==> config.mk <==
export PLATFORM = sky130hd
export DESIGN_NAME = hex_token_parser
export DESIGN_NICKNAME = d
export VERILOG_FILES = /design/src/rtl/hex_token_parser.sv
export SDC_FILE = /design/constraint.sdc
export NUM_CORES = 1
export LEC_CHECK = 0
export ABC_CLOCK_PERIOD_IN_PS = 2960
export CAP_MARGIN = 30
export CORE_MARGIN = 2
export CORE_UTILIZATION = 65
export DETAILED_ROUTE_END_ITERATION = 16
export DONT_BUFFER_PORTS = 1
export PLACE_DENSITY = 0.89
export REMOVE_ABC_BUFFERS = 1
export SLEW_MARGIN = 20
export SYNTH_ARGS = -nofsm -noshare
export SYNTH_HDL_FRONTEND = slang
export SYNTH_SLANG_ARGS = --single-unit
==> constraint.sdc <==
create_clock -name CLK -period 2.96 [get_ports CLK]
set_clock_uncertainty 0.1 [all_clocks]
set_input_delay 0.592 -clock CLK [delete_from_list [all_inputs] [get_ports CLK]]
set_output_delay 0.592 -clock CLK [all_outputs]
set_load 0.01 [all_outputs]
==> src/rtl/hex_token_parser.sv <==
`default_nettype none
// ============================================================================
//  Module   : hex_token_parser
//  Purpose  : Parses a UART Rx character stream into hexadecimal tokens.
//             Digits accumulate into a 32-bit value until a terminator
//             (space, CR, LF or comma) completes the token. Illegal
//             characters and digit overflow raise a one-cycle error pulse,
//             and the rest of the token is then skipped.
//  Revision : 1.0  initial release
// ============================================================================
module hex_token_parser #(
   parameter int MAX_DIGITS = 8
) (
   input  logic        CLK,
   input  logic        RST_N,
   input  logic        iVALID,
   input  logic [7:0]  iCHAR,
   output logic        oREADY,
   output logic [31:0] oVALUE,
   output logic [3:0]  oDIGITS,
   output logic        oDONE,
   output logic        oERR,
   output logic        oOVF
);

   localparam logic [3:0] MAX_CNT = 4'(MAX_DIGITS);

   typedef enum logic [1:0] {
      IDLE  = 2'd0,
      ACCUM = 2'd1,
      DONE  = 2'd2,
      SKIP  = 2'd3
   } state_t;

   state_t      state, state_nxt;
   logic [31:0] acc, acc_nxt;
   logic [3:0]  cnt, cnt_nxt;
   logic        err_nxt;
   logic        ovf_nxt;
   logic        load_out;
   logic        accept;
   logic        is_digit;
   logic        is_term;
   logic [3:0]  nibble;

   // oREADY is a register that is low exactly while in DONE
   assign accept = iVALID & oREADY;

   // Character classification and hex digit decode
   always_comb begin
      is_digit = 1'b0;
      is_term  = 1'b0;
      nibble   = 4'd0;
      if (iCHAR >= 8'h30 && iCHAR <= 8'h39) begin
         is_digit = 1'b1;
         nibble   = iCHAR[3:0];
      end else if ((iCHAR >= 8'h41 && iCHAR <= 8'h46) ||
                   (iCHAR >= 8'h61 && iCHAR <= 8'h66)) begin
         is_digit = 1'b1;
         nibble   = iCHAR[3:0] + 4'd9;
      end else if (iCHAR == 8'h20 || iCHAR == 8'h0D ||
                   iCHAR == 8'h0A || iCHAR == 8'h2C) begin
         is_term  = 1'b1;
      end
   end

   // Next-state, accumulator and pulse decisions
   always_comb begin
      state_nxt = state;
      acc_nxt   = acc;
      cnt_nxt   = cnt;
      err_nxt   = 1'b0;
      ovf_nxt   = 1'b0;
      load_out  = 1'b0;
      case (state)
         IDLE: begin
            if (accept) begin
               if (is_digit) begin
                  acc_nxt   = {28'd0, nibble};
                  cnt_nxt   = 4'd1;
                  state_nxt = ACCUM;
               end else if (!is_term) begin
                  err_nxt   = 1'b1;
                  state_nxt = SKIP;
               end
            end
         end
         ACCUM: begin
            if (accept) begin
               if (is_digit) begin
                  if (cnt == MAX_CNT) begin
                     err_nxt   = 1'b1;
                     ovf_nxt   = 1'b1;
                     state_nxt = SKIP;
                  end else begin
                     // count < MAX_DIGITS keeps bits above 4*MAX_DIGITS zero
                     acc_nxt = {acc[27:0], nibble};
                     cnt_nxt = cnt + 4'd1;
                  end
               end else if (is_term) begin
                  load_out  = 1'b1;
                  state_nxt = DONE;
               end else begin
                  err_nxt   = 1'b1;
                  state_nxt = SKIP;
               end
            end
         end
         DONE: begin
            acc_nxt   = 32'd0;
            cnt_nxt   = 4'd0;
            state_nxt = IDLE;
         end
         SKIP: begin
            acc_nxt = 32'd0;
            cnt_nxt = 4'd0;
            if (accept && is_term) begin
               state_nxt = IDLE;
            end
         end
         default: state_nxt = IDLE;
      endcase
   end

   // State, accumulator and registered outputs
   always_ff @(posedge CLK or negedge RST_N) begin
      if (!RST_N) begin
         state   <= IDLE;
         acc     <= 32'd0;
         cnt     <= 4'd0;
         oREADY  <= 1'b1;
         oVALUE  <= 32'd0;
         oDIGITS <= 4'd0;
         oDONE   <= 1'b0;
         oERR    <= 1'b0;
         oOVF    <= 1'b0;
      end else begin
         state   <= state_nxt;
         acc     <= acc_nxt;
         cnt     <= cnt_nxt;
         oREADY  <= (state_nxt != DONE);
         oDONE   <= (state_nxt == DONE);
         oERR    <= err_nxt;
         oOVF    <= ovf_nxt;
         if (load_out) begin
            oVALUE  <= acc;
            oDIGITS <= cnt;
         end
      end
   end

endmodule
`default_nettype wire

# After elaboration in Yosys (flattened, before gate mapping)
# Index checks and enable logic that the tools add are counted.
# totals
mem_bits_ro,0
inputBits,11
ram_bits,0
ff_bits,78
elab_cells,86
out_inout_bits,40
latchBits,0
n_memories,0
# op_classes
reduce_logical,11
n_bitwise,1
mul,0
shifts,0
n_div,0
n_addsub,2
n_eq_ne,15
magnitude_cmp,6
n_mux,42
# ops
op,count
$mux W32,5
$pmux W32 S3,1
$mux W4,7
$mux W1,19
$eq A8 B4 Y1 const B,2
$eq A8 B6 Y1 const B,2
$ge A8 B7 Y1 const B,2
$le A8 B7 Y1 const B,2
$mux W2,7
$ne A2 B2 Y1 const B,6
$pmux W4 S3,1
$ge A8 B6 Y1 const B,1
$le A8 B6 Y1 const B,1
$pmux W2 S4,1
$eq A2 B2 Y1 const B,3
$reduce_and A5 Y1,1
$add A4 B1 Y4 const B,1
$add A4 B4 Y4 const B,1
$eq A4 B4 Y1 const B,1
$logic_and A1 B1 Y1,4
$logic_or A1 B1 Y1,4
$eq A2 B1 Y1 const B,1
$logic_not A2 Y1,1
$pmux W1 S2,1
other kinds (2),2

# Depth between registers and ports, before layout
# depth
depth_word,12
depth_mapped,9
mapped_depth_nobuf,6

# Least setup slack after synthesis
# Ideal clock, no wire load.
# synth_path
kind,input -> register
from,input iCHAR[0]
to,register acc[0]
arrival_ns,2.028
t_required_ns,2.732
setup_time_ns,0.128
path_buffers,1
slack_ns,0.704
cell_stages,7
path_cell_list,inv_1 > ha_1 > or3b_1 > and3_1 > buf_6 > o211ai_2 > mux2_1
# synth_via
elab_chain_cells,9
elab_cells_between_ends,24
cone_classes,1 x add/sub; 6 x order compare; 2 x eq/ne; 10 x mux; 5 x reduce/logical
# synth_lines
item,line,rtl
start: declaration,17,"input logic [7:0] iCHAR,"
$ge A8 B7 Y1 (tied with other cells),57,end else if ((iCHAR >= 8'h41 && iCHAR <= 8'h46) ||
$logic_and A1 B1 Y1 (on tied branches),"57, 58",
$logic_or A1 B1 Y1,57,
$mux W4,57,
$mux W4,54,if (iCHAR >= 8'h30 && iCHAR <= 8'h39) begin
$mux W32,91,if (cnt == MAX_CNT) begin
$mux W32,90,if (is_digit) begin
$mux W32,89,if (accept) begin
$pmux W32 S3,75,case (state)
end signal: assignment,139,acc <= acc_nxt;
end: declaration,36,"logic [31:0] acc, acc_nxt;"
# Parallel ways exist; a longest one is shown, timed or not. The select of a mux whose other input is x is not followed.
# A chain may end at the register's enable or synchronous reset.

# Worst setup path in the final report
# layout_path
from,input iCHAR[0]
to,register acc[21]
# layout_via
elab_chain_cells,7
elab_cells_between_ends,15
cone_classes,6 x order compare; 2 x eq/ne; 2 x mux; 5 x reduce/logical
# layout_lines
item,line
$ge A8 B7 Y1 (tied with other cells),57
$logic_and A1 B1 Y1 (on tied branches),"57, 58"
$logic_or A1 B1 Y1,57
$mux W1,57
$mux W1 *,54
$ne A2 B2 Y1 (no line),n/a
$reduce_and A5 Y1 (no line) *,n/a
# Mark *: on every way between the ends. The rest lies on a longest branch, timed or not.

==> metrics <==
status completed; Die ar. 6140 um2; Nets 300; Post-CTS Setup Inserts 0; share of cells above drive strength 1 about a quarter; All-Layer GR Usage 24.9%; post-synthesis async set-or-reset flop share between 90% and 100%; ANT cells 0; Mapped Cells ~290; Pwr Density 538 nW/um2; worst setup path class input port to register; CTS Hold Buffers Added 1; maximum clock rate 0.442 GHz; power share of the combinational group 9.1%; Vias between 2000 and 2500; R2R Setup Slk roughly 0.88 ns; Clk network pwr share 37.7%; H-Tree Depth 3; number of enable flip-flop cells after synthesis 0; 1st-pass router iterations 4; worst vdd rail ir drop ~290 uV; Leak between 1.5 and 2 nW; Final Hold Fails 0; unrepaired setup endpoints after global routing false; Post-Layout Cell Count 360; Most used DFF post-synth dfrtp_1; vias in the first global route 2361; Slew @ Worst Pin 0.600 ns; row cnt 27; drt drc 0; Worst setup SP type input port; IO Count 51; CTS tree yes; Final min period approximately 2.3 ns; final setup fails 0; Crit path buffers/inverters 2; CP max stage delay 0.44 ns; critical path's top delay family compound AO/OA/AOI/OAI gates; Yosys reg bits between 70 and 80; library cells used by synthesis 53; detailed placer's ending HPWL roughly 4300 um; Critical Path AT 2.37 ns; port bufs 0; Yosys warnings 0; first-pass GRT wire length 11600 um; Hold/Removal Path Class input port to async pin; sw power 0.000534 W; Clock transition at path regs 0.09 ns; gr ovfl total 0; die width roughly 80 um; CTS max path bufs 2; via-per-instance ratio 6.26; most frequent cells in the layout 77 x dfrtp_1, 42 x inv_1, 30 x o32ai_1; synthesized cell area between 3000 and 4000 um2; core footprint 5410 um2; initial core utilization 66.5%; max-slew violations 0; switching share of power 26.0%; Wirelength per Cell roughly 19 um; max_cap viols 0; gp weighted congestion between 0.8 and 0.9; WP data required between 3 and 4 ns; CP Max Fanout 30; Setup crit end kind register; largest net degree at the start of global routing 79; worst-path cell chain inv_1 > ha_1 > o21ba_2 > o21ai_0 > a221oi_4 > buf_4 > o32ai_1; period utilization 76.4%; Clock Latency Late Sink 0.35 ns; CP max-delay cell o32ai_1; Avg Synthesized Cell Area 12.6 um2; Sink Count 78; Slew HR between 50% and 60%; initial antenna violation count 0; CTS Root Cell clkbuf_8; sequential fraction of the synthesis area between 50 and 60%; Num CTS Buffers 9; hold slack 0.0226 ns; commonest non-fill, non-tap cell in the layout dfrtp_1; DP Cell Count 343; Area Overhead vs Synth 6.09%; routed wire length 6860 um; die height 78.4 um; Final TNS setup 0 ns; post-cts sizing count 0; drt initial violations between 200 and 300; sequential power share 53.2%; Routed Antenna Nets 0; Internal 0.00152 W; Layout fillers 359
-- cell usage after synthesis, types with 3 or more instances --
cell type / instances / area share (%)
buf_2: 4 / 0.56
buf_6: 7 / 2.2
clkbuf_1: 6 / 0.63
dfrtp_1: 77 / 54
ha_1: 6 / 2.1
inv_1: 42 / 4.4
mux2_2: 16 / 5.0
mux2_4: 20 / 8.4
mux2i_1: 3 / 0.84
nand2_1: 8 / 0.84
nand3_1: 3 / 0.42
nor2_1: 5 / 0.52
nor3_1: 4 / 0.56
o21ai_0: 6 / 0.84
o32ai_1: 30 / 7.3
-- sequential cells by signal, summed over array words and instances, names as in the netlist --
register / cells
acc: 32
cnt: 4
oDIGITS: 4
oDONE: 1
oERR: 1
oOVF: 1
oREADY: 1
oVALUE: 32
state: 2
-- final cells by class --
| class | count | area, um2 | area share [%] |
|---|---|---|---|
| Multi-Input combinational cell | 146 | 1360 | 35.7 |
| Clock inverter | 6 | 61.3 | 1.61 |
| Tap cell | 72 | 90.1 | 2.36 |
| Inverter | 43 | 161 | 4.23 |
| Timing Repair Buffer | 5 | 57.6 | 1.51 |
| Sequential cell | 78 | 1950 | 51.2 |
| Clock buffer | 10 | 128 | 3.35 |
-- final timing paths --
path | depth (start not counted) | start | to
worst max-delay path | 7 | iCHAR[0] | acc[21]
worst min-delay path | 1 | RST_N | oDONE
worst max register to register | 5 | oREADY | oVALUE[11]
worst min register to register | 1 | acc[10] | oVALUE[10]
max in group asynchronous | 1 | RST_N | oREADY
min in group CLK | 1 | acc[10] | oVALUE[10]
-- through the flow --
step	utilization, %	setup WS [ns]	area [um2]	power [W]
3_5_place_dp	66.5	0.499	3600	0.00127
5_1_grt	70.5	0.624	3810	0.00213
4_1_cts	70.5	0.858	3810	0.00205
3_3_place_gp	66.5	0.614	3600	0.00127
2_1_floorplan	-	0.230	3460	0.00122
6_report	70.5	0.698	3810	0.00205
-- logic make-up after synthesis --
| family | share of synthesized area (%) |
|---|---|
| DFF | 54.4 |
| AOI/OAI and AO/OA | 14.9 |
| buffers and inverters | 8.08 |
| muxes | 14.5 |
| and+or+nand+nor | 5.82 |
| adders and majority gates | 2.09 |
| xor gates and xnor gates | 0.244 |
-- power by group through the flow --
| stage | registers (W) | clock network [W] | logic, W |
|---|---|---|---|
| final | 0.00109 | 0.000773 | 0.000187 |
| after global routing | 0.00109 | 0.000828 | 0.000210 |
| after CTS | 0.00109 | 0.000772 | 0.000186 |
| after detailed placement | 0.00111 | 0 | 0.000160 |
| after global placement | 0.00111 | 0 | 0.000155 |
| after floorplan | 0.00114 | 0 | 0.0000807 |
-- per-layer routing --
layer,part of all wire [%],track usage (%),wire length [um]
met5,0,0,0
met4,2.6,13.2,176
met3,6.0,5.06,409
met2,50,40.8,3450
met1,41,31.4,2830
(Power assumes the default switching activity.)
